`src/rtl/keypad_pkg.sv`:
```
// keypad_pkg: FSM state type, code-width helper and 4x4 legend lookup shared
// by the keypad scanner files.
package keypad_pkg;

  typedef enum logic [1:0] {
    SCAN       = 2'd0,
    PRESS_DB   = 2'd1,
    HELD       = 2'd2,
    RELEASE_DB = 2'd3
  } kp_state_e;

  // Bits needed to hold 0..n-1, never less than one.
  function automatic int code_width(input int n);
    return (n <= 2) ? 1 : $clog2(n);
  endfunction

  // Key face legend of a 4x4 pad; row 0 is the top row (1 2 3 A), row 3 the bottom (0 F E D).
  function automatic logic [3:0] hex_legend(input logic [3:0] code);
    logic [3:0] sym;
    case (code)
      4'd0:    sym = 4'h1;
      4'd1:    sym = 4'h2;
      4'd2:    sym = 4'h3;
      4'd3:    sym = 4'hA;
      4'd4:    sym = 4'h4;
      4'd5:    sym = 4'h5;
      4'd6:    sym = 4'h6;
      4'd7:    sym = 4'hB;
      4'd8:    sym = 4'h7;
      4'd9:    sym = 4'h8;
      4'd10:   sym = 4'h9;
      4'd11:   sym = 4'hC;
      4'd12:   sym = 4'h0;
      4'd13:   sym = 4'hF;
      4'd14:   sym = 4'hE;
      4'd15:   sym = 4'hD;
      default: sym = 4'h0;
    endcase
    return sym;
  endfunction

endpackage

```
`src/rtl/keypad_debounce.sv`:
```
// keypad_debounce: counts consecutive cycles with 'level' high; 'stable' flags
// the DEBOUNCE-th such cycle. 'restart' or a low level clears the count.
module keypad_debounce
  import keypad_pkg::*;
#(
  parameter int DEBOUNCE = 16
) (
  input  logic clk,
  input  logic reset,
  input  logic level,
  input  logic restart,
  output logic stable
);
  localparam int CNTW = code_width(DEBOUNCE);
  localparam logic [CNTW-1:0] CNT_LAST = CNTW'(DEBOUNCE - 1);

  logic [CNTW-1:0] cnt_d, cnt_q;

  // Next count; it parks at CNT_LAST so a long run never wraps
  always_comb begin
    cnt_d  = cnt_q;
    stable = 1'b0;
    if (restart || !level) begin
      cnt_d = {CNTW{1'b0}};
    end else if (cnt_q == CNT_LAST) begin
      stable = 1'b1;
    end else begin
      cnt_d = cnt_q + 1'b1;
    end
  end

  // Counter register
  always_ff @(posedge clk) begin
    if (reset) begin
      cnt_q <= {CNTW{1'b0}};
    end else begin
      cnt_q <= cnt_d;
    end
  end

endmodule

```
`src/rtl/keypad_scan.sv`:
```
// keypad_scan: one-hot column scanner with debounced press/release detection.
// Define KEYSCAN_SYNC_EN to pass the row inputs through a two-flop synchroniser.
module keypad_scan
  import keypad_pkg::*;
#(
  parameter int ROWS     = 4,
  parameter int COLS     = 4,
  parameter int DWELL    = 8,
  parameter int DEBOUNCE = 16
) (
  input  logic                             clk,
  input  logic                             reset,
  input  logic [ROWS-1:0]                  rows,
  output logic [COLS-1:0]                  cols,
  output logic [code_width(ROWS*COLS)-1:0] key_code,
  output logic                             key_valid,
  output logic                             key_held
);
  localparam int CW  = code_width(ROWS * COLS);
  localparam int CIW = code_width(COLS);
  localparam int RIW = code_width(ROWS);
  localparam int DWW = code_width(DWELL);
  localparam logic [CIW-1:0]  COL_LAST    = CIW'(COLS - 1);
  localparam logic [DWW-1:0]  DWELL_LAST  = DWW'(DWELL - 1);
  localparam logic [COLS-1:0] COL0_ONEHOT = {{(COLS-1){1'b0}}, 1'b1};

  logic [ROWS-1:0] rs;
  kp_state_e       state_d, state_q;
  logic [CIW-1:0]  col_d, col_q, col_next;
  logic [RIW-1:0]  row_d, row_q, row_pick;
  logic [DWW-1:0]  dwell_d, dwell_q;
  logic [COLS-1:0] cols_d, cols_q;
  logic [CW-1:0]   key_code_d, key_code_q;
  logic            key_valid_d, key_valid_q;
  logic            key_held_d, key_held_q;
  logic            row_level, db_level, db_restart, db_stable;

`ifdef KEYSCAN_SYNC_EN
  logic [ROWS-1:0] sync1_q, sync2_q;

  // Two-flop synchroniser on the row sense lines
  always_ff @(posedge clk) begin
    if (reset) begin
      sync1_q <= {ROWS{1'b0}};
      sync2_q <= {ROWS{1'b0}};
    end else begin
      sync1_q <= rows;
      sync2_q <= sync1_q;
    end
  end
  assign rs = sync2_q;
`else
  assign rs = rows;
`endif

  assign col_next   = (col_q == COL_LAST) ? {CIW{1'b0}} : col_q + 1'b1;
  assign row_level  = rs[row_q];
  // The shared counter measures closure while confirming and opening while releasing
  assign db_level   = (state_q == RELEASE_DB) ? ~row_level : row_level;
  assign db_restart = (state_q == SCAN) || (state_q == HELD);

  keypad_debounce #(.DEBOUNCE(DEBOUNCE)) u_debounce (
    .clk     (clk),
    .reset   (reset),
    .level   (db_level),
    .restart (db_restart),
    .stable  (db_stable)
  );

  // Lowest-index closed row wins
  always_comb begin
    row_pick = {RIW{1'b0}};
    for (int i = ROWS - 1; i >= 0; i--) begin
      row_pick = rs[i] ? RIW'(i) : row_pick;
    end
  end

  // Next-state and output logic
  always_comb begin
    state_d     = state_q;
    col_d       = col_q;
    row_d       = row_q;
    dwell_d     = dwell_q;
    key_code_d  = key_code_q;
    key_valid_d = 1'b0;
    key_held_d  = key_held_q;
    case (state_q)
      SCAN: begin
        if (dwell_q != DWELL_LAST) begin
          dwell_d = dwell_q + 1'b1;
        end else if (rs != {ROWS{1'b0}}) begin
          row_d   = row_pick;
          dwell_d = {DWW{1'b0}};
          state_d = PRESS_DB;
        end else begin
          col_d   = col_next;
          dwell_d = {DWW{1'b0}};
        end
      end
      PRESS_DB: begin
        if (!row_level) begin
          col_d   = col_next;
          dwell_d = {DWW{1'b0}};
          state_d = SCAN;
        end else if (db_stable) begin
          key_code_d  = CW'(int'(row_q) * COLS + int'(col_q));
          key_valid_d = 1'b1;
          key_held_d  = 1'b1;
          state_d     = HELD;
        end else begin
          state_d = PRESS_DB;
        end
      end
      HELD: begin
        if (!row_level) begin
          state_d = RELEASE_DB;
        end else begin
          state_d = HELD;
        end
      end
      RELEASE_DB: begin
        if (row_level) begin
          state_d = HELD;
        end else if (db_stable) begin
          key_held_d = 1'b0;
          col_d      = {CIW{1'b0}};
          dwell_d    = {DWW{1'b0}};
          state_d    = SCAN;
        end else begin
          state_d = RELEASE_DB;
        end
      end
      default: begin
        col_d      = {CIW{1'b0}};
        dwell_d    = {DWW{1'b0}};
        key_held_d = 1'b0;
        state_d    = SCAN;
      end
    endcase
    cols_d = COL0_ONEHOT << col_d;
  end

  // State and registered outputs
  always_ff @(posedge clk) begin
    if (reset) begin
      state_q     <= SCAN;
      col_q       <= {CIW{1'b0}};
      row_q       <= {RIW{1'b0}};
      dwell_q     <= {DWW{1'b0}};
      cols_q      <= COL0_ONEHOT;
      key_code_q  <= {CW{1'b0}};
      key_valid_q <= 1'b0;
      key_held_q  <= 1'b0;
    end else begin
      state_q     <= state_d;
      col_q       <= col_d;
      row_q       <= row_d;
      dwell_q     <= dwell_d;
      cols_q      <= cols_d;
      key_code_q  <= key_code_d;
      key_valid_q <= key_valid_d;
      key_held_q  <= key_held_d;
    end
  end

  assign cols      = cols_q;
  assign key_code  = key_code_q;
  assign key_valid = key_valid_q;
  assign key_held  = key_held_q;

endmodule

```
`config.mk`:
```
export PLATFORM = sky130hd
export DESIGN_NAME = keypad_scan
export DESIGN_NICKNAME = d
export VERILOG_FILES = /design/src/rtl/keypad_pkg.sv /design/src/rtl/keypad_debounce.sv /design/src/rtl/keypad_scan.sv
export SDC_FILE = /design/constraint.sdc
export NUM_CORES = 1
export LEC_CHECK = 0
export BUFFER_PORTS_ARGS = -buffer_cell sky130_fd_sc_hd__buf_2
export CAP_MARGIN = 20
export CORE_AREA = 2 2 49 51
export CTS_CLUSTER_SIZE = 24
export DETAILED_ROUTE_END_ITERATION = 16
export DIE_AREA = 0 0 51 53
export PLACE_DENSITY_LB_ADDON = 0.25
export SYNTH_ARGS = -nofsm -noshare
export SYNTH_HDL_FRONTEND = slang
export SYNTH_SLANG_ARGS = --single-unit
```
`constraint.sdc`:
```
create_clock -name clk -period 2.88 [get_ports clk]
set_clock_uncertainty 0.15 [all_clocks]
set_input_delay 0.288 -clock clk [delete_from_list [all_inputs] [get_ports clk]]
set_output_delay 0.288 -clock clk [all_outputs]
set_load 0.02 [all_outputs]
```
Word-level counts from Yosys, hierarchy flattened
Index checks and enable logic that the tools add are counted.
Widths: inputs -> output; s select.
{"block": "word_totals", "ff_bits": 23, "latchBits": 0, "mem_bits_rw": 0, "mem_bits_ro": 0, "input_bits": 6, "output_inout_bits": 10, "wordCells": 80, "n_memories": 0}
{"block": "classes", "n_addsub": 4, "n_mul": 0, "n_div": 0, "n_lt_le_gt_ge": 1, "eq_ne": 13, "shift": 1, "n_mux": 35, "bitwise": 3, "n_reduce_logical": 14}
{"operator": "$mux 2", "n": 16}
{"operator": "$mux 3", "n": 4}
{"operator": "$ne 2x2->1 const B", "n": 6}
{"operator": "$mux 1", "n": 10}
{"operator": "$pmux 3 s3", "n": 1}
{"operator": "$pmux 2 s4", "n": 1}
{"operator": "$eq 2x2->1 const B", "n": 3}
{"operator": "$pmux 2 s3", "n": 1}
{"operator": "$reduce_and 3->1", "n": 2}
{"operator": "$reduce_and 5->1", "n": 1}
{"operator": "$add 4x1->4 const B", "n": 1}
{"operator": "$add 4x2->4", "n": 1}
{"operator": "$eq 4x4->1 const B", "n": 1}
{"operator": "$reduce_and 4->1", "n": 1}
{"operator": "$reduce_bool 4->1", "n": 1}
{"operator": "$shl 1x2->4 const A", "n": 1}
{"operator": "$add 3x1->3 const B", "n": 1}
{"operator": "$lt 2x3->1 const B", "n": 1}
{"operator": "$ne 3x3->1 const B", "n": 1}
{"operator": "$not 1->1", "n": 3}
{"operator": "$reduce_bool 3->1", "n": 1}
{"operator": "$reduce_or 3->1", "n": 1}
{"operator": "$add 2x1->2 const B", "n": 1}
{"operator": "$bmux 1 s2", "n": 1}
{"operator": "9 further kinds", "n": 10}

Depth between registers and ports, before layout
Gate-level depths: netlist of the first run.
{"block": "depth", "ltp_word": 11, "ltp_mapped": 8, "mapped_depth_nobuf": 6}

Hierarchy
From an unflattened synthesis of the first run, not the netlist that was laid out.
{"block": "unflattened", "cells_unflattened": 113, "area_unflattened_um2": 1122.3}
{"module": "keypad_scan", "instances": 1, "cells_each": 93, "area_per_inst_um2": 939.7, "seq_area_each_um2": 380.4}
{"module": "keypad_debounce", "instances": 1, "cells_each": 20, "area_per_inst_um2": 182.7, "seq_area_each_um2": 80.1}

Worst setup path after synthesis of the first run
Ideal clock, no wire load.
{"block": "synth_timing", "kind": "register to register", "startpoint": "register row_q[1]", "endpoint": "register cols_q[1], in the netlist cols[1]", "setup_time_ns": 0.103, "t_arrival_ns": 2.068, "required_ns": 2.627, "path_slack_ns": 0.560, "stages_incl_launch_ff": 7, "path_buffers": 0, "period_less_slack_ns": 2.320, "cell_sequence": "dfxtp_1 mux4_2 ha_1 nand2_1 or3_4 and3_1 a222oi_1"}
{"block": "synth_between", "elab_chain_cells": 11, "elab_cells_between_ends": 12, "classes_between": "shift: 1; mux: 8; bitwise: 1; reduce/logical: 2"}
{"item": "from (decl)", "line": "keypad_scan.sv:30", "text": "logic [RIW-1:0] row_d, row_q, row_pick;"}
{"item": "from (signal assigned)", "line": "keypad_scan.sv:148", "text": "row_q <= {RIW{1'b0}};"}
{"item": "from (signal assigned)", "line": "keypad_scan.sv:157", "text": "row_q <= row_d;"}
{"item": "$bmux 1 s2 *", "line": "keypad_scan.sv:57", "text": "assign row_level = rs[row_q];"}
{"item": "$mux 1 (not written as such) *", "line": "keypad_scan.sv:57"}
{"item": "$not 1->1 (no source line)"}
{"item": "$mux 1", "line": "keypad_scan.sv:59", "text": "assign db_level = (state_q == RELEASE_DB) ? ~row_level : row_level;"}
{"item": "$logic_not 1->1", "line": "keypad_debounce.sv:23", "text": "if (restart || !level) begin"}
{"item": "$logic_or 1x1->1", "line": "keypad_debounce.sv:23"}
{"item": "$mux 1", "line": "keypad_debounce.sv:23"}
{"item": "$mux 2", "line": "keypad_scan.sv:124", "text": "end else if (db_stable) begin"}
{"item": "$mux 2", "line": "keypad_scan.sv:122", "text": "if (row_level) begin"}
{"item": "$pmux 2 s3 *", "line": "keypad_scan.sv:87", "text": "case (state_q)"}
{"item": "$shl 1x2->4 *", "line": "keypad_scan.sv:140", "text": "cols_d = COL0_ONEHOT << col_d;"}
{"item": "to (signal assigned)", "line": "keypad_scan.sv:159", "text": "cols_q <= cols_d;"}
{"item": "to (decl)", "line": "keypad_scan.sv:32", "text": "logic [COLS-1:0] cols_d, cols_q;"}
Every way passes the cells marked *; elsewhere a longest branch is shown, timed or not. The select of a mux whose other input is x is not followed.
A chain may end at the register's enable or synchronous reset.

Worst setup path after layout of the first run
Ends and elaborated chain as after synthesis.

==> results of run 1 <==
[layout by cell type, fill, tap and decap left out, drive strengths merged, types with 2 or more instances in the layout]
| cell type | count |
|---|---|
| ha | 5 |
| a211oi | 2 |
| o31ai | 2 |
| inv | 5 |
| nor2b | 3 |
| nand4 | 5 |
| mux2i | 5 |
| o21a | 3 |
| nand3 | 2 |
| and2 | 3 |
| nand2 | 7 |
| clkbuf | 3 |
| nor3 | 4 |
| a21oi | 7 |
| nor3b | 3 |
| buf | 15 |
| nor2 | 16 |
| o21ai | 4 |
| a22oi | 2 |
| mux2 | 2 |
| dfxtp | 23 |
| o211ai | 2 |
| a31oi | 2 |
[power groups by stage]
stage / clock network, mW / registers [mW] / logic (mW)
after floorplan: 0 / 0.332 / 0.0191
after global placement: 0 / 0.332 / 0.0277
after detailed placement: 0 / 0.332 / 0.0287
after CTS: 0.155 / 0.325 / 0.0291
after global routing: 0.168 / 0.326 / 0.0317
final: 0.150 / 0.325 / 0.0293
[worst max path at each step]
stage / endpoint / start
6_report: cols[1] / row_q[1]
5_1_grt: cols[1] / row_q[1]
4_1_cts: cols[1] / row_q[1]
3_5_place_dp: cols[1] / row_q[1]
3_3_place_gp: cols[1] / row_q[1]
2_1_floorplan: cols[1] / row_q[1]
[layout make-up]
type	count	area (µm²)
Multi-Input combinational cell	94	634
Fill cell	208	897
Inverter	5	18.8
Tap cell	28	35.0
Clock inverter	1	5.00
Timing Repair Buffer	15	75.1
Sequential cell	23	460
Clock buffer	3	22.5
[cells in the mapped netlist, drive strengths merged]
cell type / n
o31ai: 2
nand4bb: 1
o22ai: 1
nor3: 4
o311ai: 1
nor2b: 3
a22oi: 2
o41ai: 1
o22a: 1
a21oi: 7
or3b: 1
o21a: 3
a222oi: 1
nor4: 1
clkbuf: 5
mux2i: 5
o211ai: 2
dfxtp: 23
inv: 5
o21ai: 4
nand3b: 1
and2: 3
nand4: 5
a211oi: 2
nand3: 2
or3: 1
or4: 1
and3: 1
mux2: 2
a221oi: 1
a31oi: 2
ha: 5
nor2: 16
nor3b: 3
mux4: 1
nand2: 7
xnor2: 1
[stage by stage]
stage | instance area, µm² | power [mW]
floorplan | 1130 | 0.351
global placement | 1220 | 0.360
CTS | 1250 | 0.510
global route | 1250 | 0.525
finish | 1250 | 0.505
detailed placement | 1220 | 0.361
[metal layers]
metal  vias to the layer above  routed length (µm)  track usage (%)
met5                         -                   0                0
met4                         0                  22             9.46
met3                         4                 154             3.67
met2                        34                1170             34.8
met1                       455                 977             21.3
li1                        502                   -                -
[flip-flops by register name, summed over array words and instances (netlist names)]
| name | count |
|---|---|
| key_valid | 1 |
| cols | 4 |
| key_code | 4 |
| state_q | 2 |
| u_debounce.cnt_q | 4 |
| dwell_q | 3 |
| row_q | 2 |
| col_q | 2 |
| key_held | 1 |
[kinds of logic after synthesis]
group | after synthesis | share of synthesized area, %
AOI/OAI and AO/OA | 30 | 17.8
xor gates and xnor gates | 1 | 0.774
adders and majority gates | 5 | 5.52
buffers and inverters | 10 | 3.32
DFF | 23 | 40.7
muxes | 8 | 8.40
and+or+nand+nor | 50 | 23.5
[worst reg2reg max path, cell delays in order (launching register included)]
cell                       delay [ns]
sky130_fd_sc_hd__dfxtp_1         0.46
sky130_fd_sc_hd__mux4_2          0.62
sky130_fd_sc_hd__ha_1            0.33
sky130_fd_sc_hd__nand2_1         0.13
sky130_fd_sc_hd__or3_4           0.38
sky130_fd_sc_hd__and3_1          0.17
sky130_fd_sc_hd__a222oi_1        0.21
==> metrics.log, run 1 <==
[metrics] Arrival @ worst endpoint: 2.61 ns
[metrics] dpl cells: between 150 and 200
[metrics] synth warn: 0
[metrics] initial drt markers: 45
[metrics] Starting Density: a little over half
[metrics] Period minus WS final: 2.54 ns
[metrics] share of the synthesized area in the top cell type: between 40% and 50%
[metrics] R2R Path End: cols[1]
[metrics] critical path's slowest cell: sky130_fd_sc_hd__mux4_2
[metrics] CTS tree: done
[metrics] die span in x: 51 µm
[metrics] HPWL after detailed placement: around 1700 µm
[metrics] maximum cell stage delay along the critical path: 0.62 ns
[metrics] max cap viols: 0
[metrics] Sink Count: 23
[metrics] relative slew slack: slightly below 60%
[metrics] Post-CTS Setup Repair Bufs: 0
[metrics] Routed wire per std cell: between 10 and 15 µm
[metrics] result of the run: completed
[metrics] switching pwr: 118 µW
[metrics] via count of the first global-routing pass: approximately 900
[metrics] final design utilization: between 50% and 60%
[metrics] final setup slack of the worst path: around 0.34 ns
[metrics] Worst Setup Start Kind: register
[metrics] root buffer selected by CTS: sky130_fd_sc_hd__clkbuf_4
[metrics] Worst Hold Endpoint: row_q[1]
[metrics] CP bufs+invs: 0
[metrics] Crit Path Category: reg -> reg
[metrics] net count after synthesis: between 100 and 150
[metrics] count of inserted antenna diode cells: 0
[metrics] number of hold buffers added after CTS: 0
[metrics] Max IR drop VDD: slightly below 0.2 mV
[metrics] number of antenna violations at the first check in global routing: 0
[metrics] critical-path maximum fanout: 7
[metrics] Worst Hold Class: in -> reg
[metrics] overall overflow remaining after global route: 0
[metrics] Slew @ Worst Pin: 0.632 ns
[metrics] standard cell core area: ~2100 µm²
[metrics] DRC violation count after routing: 0
[metrics] Max Root-Sink Buffers: 2
[metrics] sequential share of power: 64.4%
[metrics] Leak Pwr: roughly 0.53 nW
[metrics] clock latency reported for the late side of the worst-skew pair: around 0.31 ns
[metrics] number of setup violations in the final report: 0
[metrics] final sum of negative setup slack: 0 ns
[metrics] htree depth: 1
[metrics] Hold WS: ~0.13 ns
[metrics] final-stage net count: ~150
[metrics] worst slack at placement: roughly 0.40 ns
[metrics] detailed-route wire length: around 2300 µm
[metrics] largest cells by area after synthesis: sky130_fd_sc_hd__dfxtp_1, sky130_fd_sc_hd__ha_1, sky130_fd_sc_hd__nor2_1
[metrics] fraction of layout cells with a size suffix above 1: 17.0%
[metrics] die area: 2700 µm²
[metrics] number of cells on the worst hold path: 3
[metrics] worst reg2reg path depth: 6
[metrics] Post-Synthesis Cell Area: 1130 µm²
[metrics] pin count of the biggest net entering global routing: 19
[metrics] row count: 17
[metrics] total routing resource utilization after global routing: a little under a fifth
[metrics] setup slack of the worst register-to-register path: 0.34 ns
[metrics] count of state elements after synthesis: 23
[metrics] unrepaired setup endpoints after global routing: no
[metrics] count of mapped cells out of synthesis: 127
[metrics] critical path's top delay family: simple AND/OR/NAND/NOR gates
[metrics] Worst setup EP type: register
[metrics] startpoint of the most critical register-to-register path: row_q[1]
[metrics] antenna-violating nets left: 0
[metrics] Ports: 16
[metrics] cell type with the largest total area after synthesis: sky130_fd_sc_hd__dfxtp_1
[metrics] vertical extent of the die: 53 µm
[metrics] fraction of power spent switching nets: between 20% and 30%
[metrics] mean cell area of the mapped netlist: approximately 8.9 µm²
[metrics] post_cts resized: 0
[metrics] global-route wire length before repair: ~3800 µm
[metrics] Unique masters post-synth: 37
[metrics] Int Pwr: between 300 and 400 µW
[metrics] sequential share of the synthesized area: 40.7%
[metrics] Hold Violations, Final: 0
[metrics] via total after detailed routing: approximately 1,000
[metrics] Area Overhead vs Synth: 10.5%
[metrics] DRT Pass-1 Iters: 4
[metrics] fraction of power consumed by the clock network: between 20 and 30%
[metrics] fin. max-slew vios: 0
[metrics] final cycle utilization of the critical path: 88.1%
[metrics] Finished Layout Cells: 169
[metrics] launch point of the worst hold path: rows[0]
[metrics] final weighted congestion in routability-driven placement: between 0.8 and 0.9
[metrics] cell-by-cell listing of the critical path: mux4_2 > ha_1 > nand2_1 > or3_4 > and3_1 > a222oi_1
[metrics] Buffers on Ports: 15
[metrics] detail-routed via count per cell: approximately 6
[metrics] clock transition time at the flip-flop clock pins of the worst setup and hold paths: between 0.1 and 0.15 ns
[metrics] top achievable clock speed: 394 MHz
[metrics] number of cells on the critical path: 6
[metrics] TritonCTS buffer count: 3
[metrics] share of total power in combinational logic: 5.8%
[metrics] Critical Path RT: a little under 3 ns
[metrics] power per cell area: between 400 and 500 nW/µm²
No activity file was read; power rests on OpenSTA's default activity.
==> run 2: changes to the inputs <==
--- a/config.mk
+++ b/config.mk
@@ -5,13 +5,15 @@
 export SDC_FILE = /design/constraint.sdc
 export NUM_CORES = 1
 export LEC_CHECK = 0
+export ABC_AREA = 1
 export BUFFER_PORTS_ARGS = -buffer_cell sky130_fd_sc_hd__buf_2
 export CAP_MARGIN = 20
-export CORE_AREA = 2 2 49 51
+export CORE_AREA = 2 2 51 53
 export CTS_CLUSTER_SIZE = 24
 export DETAILED_ROUTE_END_ITERATION = 16
-export DIE_AREA = 0 0 51 53
+export DIE_AREA = 0 0 53 55
 export PLACE_DENSITY_LB_ADDON = 0.25
+export SKIP_LAST_GASP = 1
 export SYNTH_ARGS = -nofsm -noshare
 export SYNTH_HDL_FRONTEND = slang
 export SYNTH_SLANG_ARGS = --single-unit
==> metrics.log, run 2 <==
[metrics] die span in x: 53 µm (+3.9%)
[metrics] post_cts resized: 0 (unchanged)
[metrics] DRT Pass-1 Iters: 4 (unchanged)
[metrics] critical path's top delay family: simple AND/OR/NAND/NOR gates
[metrics] Starting Density: 53.0% (+0.31 points)
[metrics] Synth async-reset ratio: 0% (unchanged)
[metrics] Period minus WS final: 2.12 ns (-0.411 ns)
[metrics] most instantiated library cell after synthesis: sky130_fd_sc_hd__nand2_1
[metrics] global-route wire length before repair: 4290 µm (+12%)
[metrics] initial drt markers: 24 (-47%)
[metrics] final setup slack of the worst path: 0.755 ns (+0.411 ns)
[metrics] number of hold buffers added after CTS: 0 (unchanged)
[metrics] largest cells by area after synthesis: sky130_fd_sc_hd__dfxtp_1, sky130_fd_sc_hd__nand2_1, sky130_fd_sc_hd__nand3_1
[metrics] CTS tree: done
[metrics] most utilized layer in the global route result: met2
[metrics] relative slew slack: 75.0% (+17 points)
[metrics] final sum of negative setup slack: 0 ns (unchanged)
[metrics] Max IR drop VDD: 0.229 mV (+16%)
[metrics] mean cell area of the mapped netlist: 7.16 µm² (-20%)
[metrics] worst slack at placement: 0.774 ns (+0.370 ns)
[metrics] via count of the first global-routing pass: 1,000 (+11%)
[metrics] Max Root-Sink Buffers: 2 (unchanged)
[metrics] die area: 2920 µm² (+7.8%)
[metrics] pin count of the biggest net entering global routing: 13 (-6)
[metrics] Worst setup EP type: register
[metrics] htree depth: 1 (unchanged)
[metrics] critical path's slowest cell: sky130_fd_sc_hd__dfxtp_1
[metrics] CP bufs+invs: 4 (+4)
[metrics] Area Overhead vs Synth: 10.7%
[metrics] number of fill cells: 240 (+15%)
[metrics] clock latency reported for the late side of the worst-skew pair: 0.31 ns (about the same)
[metrics] met1 demand-to-capacity share in global routing: 24.5% (+3.2 points)
[metrics] final cycle utilization of the critical path: 73.8% (-14 points)
[metrics] Sink Count: 23 (unchanged)
[metrics] cell-by-cell listing of the critical path: inv_2 > nand2_1 > nand3_2 > nand2_4 > inv_4 > ha_1 > nand2_1 > inv_2 > nand2_4 > clkinv_2 > nand2_2 > nor2_4 > o21ai_1 > a21oi_1
[metrics] row count: 18 (+1)
[metrics] standard cell core area: 2360 µm² (+10%)
[metrics] met3 Usage GRT: 3.23% (-0.45 points)
[metrics] sequential share of the synthesized area: 36.7% (-3.9 points)
[metrics] Critical Path RT: 2.97 ns (+0.02 ns)
[metrics] DRC violation count after routing: 0 (unchanged)
[metrics] overall overflow remaining after global route: 0 (unchanged)
[metrics] sequential cell area: 460 µm² (unchanged)
[metrics] most common cell after layout, fill and taps aside: sky130_fd_sc_hd__nand2_1
[metrics] max cap viols: 0 (unchanged)
[metrics] final-stage net count: 205 (+34%)
[metrics] synth warn: 0 (unchanged)
[metrics] most frequent cells in the layout: sky130_fd_sc_hd__nand2_1, sky130_fd_sc_hd__dfxtp_1, sky130_fd_sc_hd__nand3_1, sky130_fd_sc_hd__inv_1, sky130_fd_sc_hd__buf_2
[metrics] unrepaired setup endpoints after global routing: no
[metrics] Worst Setup Start Kind: register
[metrics] result of the run: completed
[metrics] via total after detailed routing: 1,162 (+17%)
[metrics] Hold Violations, Final: 0 (unchanged)
[metrics] Slew @ Worst Pin: 0.375 ns (-0.257 ns)
[metrics] Worst Hold Class: in -> reg
[metrics] Ports: 16 (unchanged)
[metrics] vertical extent of the die: 55 µm (+3.8%)
[metrics] net count after synthesis: 186 (+35%)
[metrics] number of setup violations in the final report: 0 (unchanged)
[metrics] met2 demand-to-capacity share in global routing: 36.9% (+2.0 points)
[metrics] dpl cells: 219 (+33%)
[metrics] clock transition time at the flip-flop clock pins of the worst setup and hold paths: 0.12 ns (about the same)
[metrics] Leak Pwr: 0.681 nW (+29%)
[metrics] number of antenna violations at the first check in global routing: 0 (unchanged)
[metrics] detail-routed via count per cell: 5.21 (-11%)
[metrics] TritonCTS buffer count: 3 (unchanged)
[metrics] Post-synth EDFFs: 0 (unchanged)
[metrics] Buffers on Ports: 15 (unchanged)
[metrics] share of the synthesized area in the top cell type: 36.7% (-3.9 points)
[metrics] cell type with the largest total area after synthesis: sky130_fd_sc_hd__dfxtp_1
[metrics] Unique masters post-synth: 24 (-35%)
[metrics] antenna-violating nets left: 0 (unchanged)
[metrics] count of state elements after synthesis: 23 (unchanged)
[metrics] fraction of layout cells with a size suffix above 1: 25.4% (+8.4 points)
[metrics] final weighted congestion in routability-driven placement: 0.916 (+11%)
[metrics] Crit Path Category: reg -> reg
[metrics] count of inserted antenna diode cells: 0 (unchanged)
[metrics] maximum cell stage delay along the critical path: 0.40 ns (-0.22 ns)
[metrics] root buffer selected by CTS: sky130_fd_sc_hd__clkbuf_4
[metrics] detailed-route wire length: 2580 µm (+11%)
[metrics] Finished Layout Cells: 223 (+32%)
[metrics] Post-CTS Setup Repair Bufs: 0 (unchanged)
[metrics] total area of multi-input combinational cells: 687 µm² (+8.3%)
[metrics] Routed wire per std cell: 11.6 µm (-16%)
[metrics] final design utilization: 58.7% (+0.44 points)
[metrics] most common flop cell mapped by yosys: sky130_fd_sc_hd__dfxtp_1
[metrics] Post-Synthesis Cell Area: 1250 µm² (+11%)
[metrics] count of mapped cells out of synthesis: 175 (+38%)
[metrics] top achievable clock speed: 471 MHz (+19%)
[metrics] critical-path maximum fanout: 8 (+1)
[metrics] most frequent cells after synthesis: sky130_fd_sc_hd__nand2_1, sky130_fd_sc_hd__dfxtp_1, sky130_fd_sc_hd__nand3_1
[metrics] fin. max-slew vios: 0 (unchanged)
[metrics] Arrival @ worst endpoint: 2.22 ns (-0.39 ns)
[metrics] HPWL after detailed placement: 2070 µm (+20%)
[metrics] total routing resource utilization after global routing: 20.6% (+1.4 points)
[metrics] power per cell area: 371 nW/µm² (-8.2%)
-- run 2: stage by stage --
stage | instance area [µm²] | power [mW] | hold slack, ns
after floorplan | 1250 | 0.361 | 0.207
after global placement | 1360 | 0.372 | 0.295
after detailed placement | 1360 | 0.374 | 0.308
after CTS | 1390 | 0.518 | 0.0889
after global routing | 1390 | 0.538 | 0.0831
final | 1390 | 0.514 | 0.0864
-- run 2: worst reg2reg max path, stage by stage (launching register included) --
cell                       delay (ns)
sky130_fd_sc_hd__dfxtp_1         0.40
sky130_fd_sc_hd__inv_2           0.07
sky130_fd_sc_hd__nand2_1         0.07
sky130_fd_sc_hd__nand3_2         0.10
sky130_fd_sc_hd__nand2_4         0.13
sky130_fd_sc_hd__inv_4           0.06
sky130_fd_sc_hd__ha_1            0.27
sky130_fd_sc_hd__nand2_1         0.08
sky130_fd_sc_hd__inv_2           0.10
sky130_fd_sc_hd__nand2_4         0.07
sky130_fd_sc_hd__clkinv_2        0.08
sky130_fd_sc_hd__nand2_2         0.08
sky130_fd_sc_hd__nor2_4          0.18
sky130_fd_sc_hd__o21ai_1         0.08
sky130_fd_sc_hd__a21oi_1         0.16
-- run 2: where the power goes --
group          total (mW)  switching (mW)  internal, mW  leakage [nW]
clock               0.148          0.0935        0.0541        0.0150
sequential          0.326         0.00288         0.323         0.186
combinational      0.0410          0.0259        0.0151         0.480
-- run 2: area by class of cell --
| cell class | count | share of cell area, % |
|---|---|---|
| timing repair buffer | 15 | 5.41 |
| clock buffer | 4 | 1.89 |
| multi-input combinational | 125 | 49.5 |
| sequential | 23 | 33.2 |
| inverter | 26 | 7.30 |
| tap | 30 | 2.71 |
-- run 2: worst paths after layout --
kind / cells past startpoint / endpoint / slack (ns) / startpoint
hold reg to reg: 2 / key_held / 0.32 / key_held
setup reg to reg: 14 / key_code[1] / 0.76 / row_q[0]
hold / removal: 2 / dwell_q[2] / 0.09 / reset
setup / recovery: 14 / key_code[1] / 0.76 / row_q[0]
-- run 2: cell families after synthesis --
kind of cell	Yosys count	share of synthesized area [%]
flops	23	36.7
simple gates	93	37.4
fa+ha+maj	5	4.99
buf+inv	27	8.48
compound gates	27	12.4
-- run 2: layer usage --
metal	up-vias	routed length (µm)
met5	-	0
met4	0	46
met3	6	148
met2	39	1250
met1	513	1140
li1	604	-
==> run 3: changes to the inputs <==
--- a/config.mk
+++ b/config.mk
@@ -5,13 +5,13 @@
 export SDC_FILE = /design/constraint.sdc
 export NUM_CORES = 1
 export LEC_CHECK = 0
-export ABC_AREA = 1
+export ABC_AREA = 0
 export BUFFER_PORTS_ARGS = -buffer_cell sky130_fd_sc_hd__buf_2
 export CAP_MARGIN = 20
-export CORE_AREA = 2 2 51 53
+export CORE_AREA = 2 2 49 51
 export CTS_CLUSTER_SIZE = 24
 export DETAILED_ROUTE_END_ITERATION = 16
-export DIE_AREA = 0 0 53 55
+export DIE_AREA = 0 0 51 53
 export PLACE_DENSITY_LB_ADDON = 0.25
 export SKIP_LAST_GASP = 1
 export SYNTH_ARGS = -nofsm -noshare
==> constraint.sdc (replaced) <==
create_clock -name clk -period 2 [get_ports clk]
set_clock_uncertainty 0.15 [all_clocks]
set_input_delay 0.2 -clock clk [delete_from_list [all_inputs] [get_ports clk]]
set_output_delay 0.2 -clock clk [all_outputs]
set_load 0.02 [all_outputs]
==> metrics.log, run 3 (synthesis results as in run 1) <==
[metrics] result of the run: finished, violations left
[metrics] violations in the final reports: setup timing
[metrics] Max IR drop VDD: 0.364 mV (+59%)
[metrics] number of setup violations in the final report: 16 (+16)
[metrics] instance area at placement: 1360 µm² (-0.46%)
[metrics] Worst Hold Endpoint: row_q[0]
[metrics] Area Overhead vs Synth: 28.4%
[metrics] DRT Pass-1 Iters: 5 (+1)
[metrics] Worst Setup Start Kind: register
[metrics] standard cell core area: 2150 µm² (-9.2%)
[metrics] global-route wire length before repair: 4400 µm (+2.6%)
[metrics] via total after detailed routing: 1,092 (-6.0%)
[metrics] Sink Count: 23 (unchanged)
[metrics] initial drt markers: 24 (unchanged)
[metrics] number of antenna violations at the first check in global routing: 0 (unchanged)
[metrics] unrepaired setup endpoints after global routing: yes
[metrics] top achievable clock speed: 451 MHz (-4.2%)
[metrics] HPWL after detailed placement: 1940 µm (-6.6%)
[metrics] pin count of the biggest net entering global routing: 19 (+6)
[metrics] post-route cell area: 1450 µm² (+4.8%)
[metrics] final-stage net count: 169 (-18%)
[metrics] Slew @ Worst Pin: 0.597 ns (+0.222 ns)
[metrics] overall overflow remaining after global route: 0 (unchanged)
[metrics] fin. max-slew vios: 0 (unchanged)
[metrics] Buffers on Ports: 15 (unchanged)
[metrics] Hold Violations, Final: 0 (unchanged)
[metrics] launch point of the worst hold path: rows[3]
[metrics] htree depth: 1 (unchanged)
[metrics] final cycle utilization of the critical path: 111% (+37 points)
[metrics] root buffer selected by CTS: sky130_fd_sc_hd__clkbuf_4
[metrics] Ports: 16 (unchanged)
[metrics] Critical Path RT: 2.07 ns (-0.90 ns)
[metrics] critical-path maximum fanout: 4 (-4)
[metrics] CTS tree: done
[metrics] clock latency reported for the late side of the worst-skew pair: 0.31 ns (about the same)
[metrics] sequential cell area: 462 µm² (+0.27%)
[metrics] TritonCTS buffer count: 3 (unchanged)
[metrics] detailed-route wire length: 2750 µm (+6.2%)
[metrics] relative slew slack: 60.1% (-15 points)
[metrics] final sum of negative setup slack: -1.74 ns (-1.74 ns)
[metrics] most common cell after layout, fill and taps aside: sky130_fd_sc_hd__dfxtp_1
[metrics] DRC violation count after routing: 0 (unchanged)
[metrics] Arrival @ worst endpoint: 2.29 ns (+0.07 ns)
[metrics] via count of the first global-routing pass: 983 (-1.7%)
[metrics] Worst Hold Class: in -> reg
[metrics] worst reg2reg path depth: 6 (-8)
[metrics] die span in x: 51 µm (-3.8%)
[metrics] dpl cells: 179 (-18%)
[metrics] final weighted congestion in routability-driven placement: 0.880 (-3.9%)
[metrics] count of inserted antenna diode cells: 0 (unchanged)
[metrics] row count: 17 (-1)
[metrics] Finished Layout Cells: 185 (-17%)
[metrics] antenna-violating nets left: 0 (unchanged)
[metrics] max cap viols: 0 (unchanged)
[metrics] startpoint of the most critical register-to-register path: row_q[1]
[metrics] power per cell area: 511 nW/µm² (+38%)
[metrics] Crit Path Category: reg -> reg
[metrics] setup slack of the worst register-to-register path: -0.22 ns (-0.97 ns)
[metrics] R2R Path End: cols[1]
[metrics] total area of multi-input combinational cells: 712 µm² (+3.6%)
[metrics] worst slack at placement: -0.165 ns (-0.939 ns)
[metrics] Worst setup EP type: register
[metrics] number of cells on the worst hold path: 3 (+1)
[metrics] final setup slack of the worst path: -0.218 ns (-0.973 ns)
[metrics] Period minus WS final: 2.22 ns (+0.0929 ns)
[metrics] clock transition time at the flip-flop clock pins of the worst setup and hold paths: 0.13 ns (about the same)
[metrics] fraction of layout cells with a size suffix above 1: 34.4% (+9.0 points)
[metrics] vertical extent of the die: 53 µm (-3.6%)
[metrics] total routing resource utilization after global routing: 22.3% (+1.7 points)
[metrics] die area: 2700 µm² (-7.3%)
[metrics] detail-routed via count per cell: 5.90 (+13%)
[metrics] number of fill cells: 170 (-29%)
[metrics] Routed wire per std cell: 14.8 µm (+28%)
[metrics] Max Root-Sink Buffers: 2 (unchanged)
[metrics] Leak Pwr: 0.627 nW (-7.9%)
[metrics] Starting Density: 52.7% (-0.31 points)
[metrics] final design utilization: 67.7% (+9.0 points)
[metrics] most frequent cells in the layout: sky130_fd_sc_hd__dfxtp_1, sky130_fd_sc_hd__nor2_1, sky130_fd_sc_hd__buf_2, sky130_fd_sc_hd__buf_4
-- run 3: changes by cell type in the layout (fill, tap and decap cells not counted), moves of 9 or more --
cell,previous run,this run
sky130_fd_sc_hd__inv_2,9,0
sky130_fd_sc_hd__nand2_1,37,6
sky130_fd_sc_hd__buf_4,0,15
sky130_fd_sc_hd__inv_1,15,5
sky130_fd_sc_hd__o21ai_1,9,0
sky130_fd_sc_hd__nand3_1,19,2
-- run 3: stage by stage --
stage,power (mW),hold WS (ns)
2_1_floorplan,0.507,0.216
3_3_place_gp,0.527,0.314
3_5_place_dp,0.530,0.319
4_1_cts,0.743,0.0927
5_1_grt,0.764,0.111
6_report,0.743,0.0918
-- run 3: final cells by class --
cell class | count | share of cell area, %
multi-input cells | 94 | 49.0
repair buffers | 31 | 13.7
well taps | 28 | 2.41
clock buffers | 3 | 1.55
flip-flops and latches | 23 | 31.8
clock inverters | 1 | 0.344
inverters | 5 | 1.29
-- run 3: metal layers --
metal | vias to the layer above | global-route usage, % | part of all wire, %
li1 | 535 | - | -
met4 | 0 | 8.11 | 2.4
met2 | 37 | 42.2 | 50
met5 | - | 0 | 0
met1 | 510 | 24.6 | 44
met3 | 10 | 3.95 | 4.2
-- run 3: worst max path at each step --
stage	start	end	slack (ns)	cells past startpoint
after global routing	row_q[1]	cols[1]	-0.26	6
after detailed placement	row_q[1]	cols[1]	-0.16	6
after CTS	row_q[1]	cols[1]	-0.20	6
after global placement	row_q[1]	cols[1]	-0.14	6
final	row_q[1]	cols[1]	-0.22	6
after floorplan	row_q[1]	cols[1]	-0.23	6
-- run 3: report_power, final --
part           internal [mW]  switching, mW  total (mW)
Combinational         0.0254         0.0287      0.0541
Sequential             0.464        0.00461       0.469
Clock                 0.0747          0.145       0.220
Total                  0.564          0.178       0.743
-- run 3: critical path: stages, from the launching register on --
cell                       delay [ns]
sky130_fd_sc_hd__dfxtp_2         0.37
sky130_fd_sc_hd__mux4_2          0.55
sky130_fd_sc_hd__ha_4            0.30
sky130_fd_sc_hd__nand2_4         0.05
sky130_fd_sc_hd__or3_4           0.35
sky130_fd_sc_hd__and3_4          0.16
sky130_fd_sc_hd__a222oi_1        0.20
-- run 3: timing repair --
action / in CTS / in global routing
pin swaps: 3 / 6
hold buffers: 0 / 0
setup buffers: 1 / 2
setup endpoints to repair: 15 / 18
gates resized for setup: 6 / 7
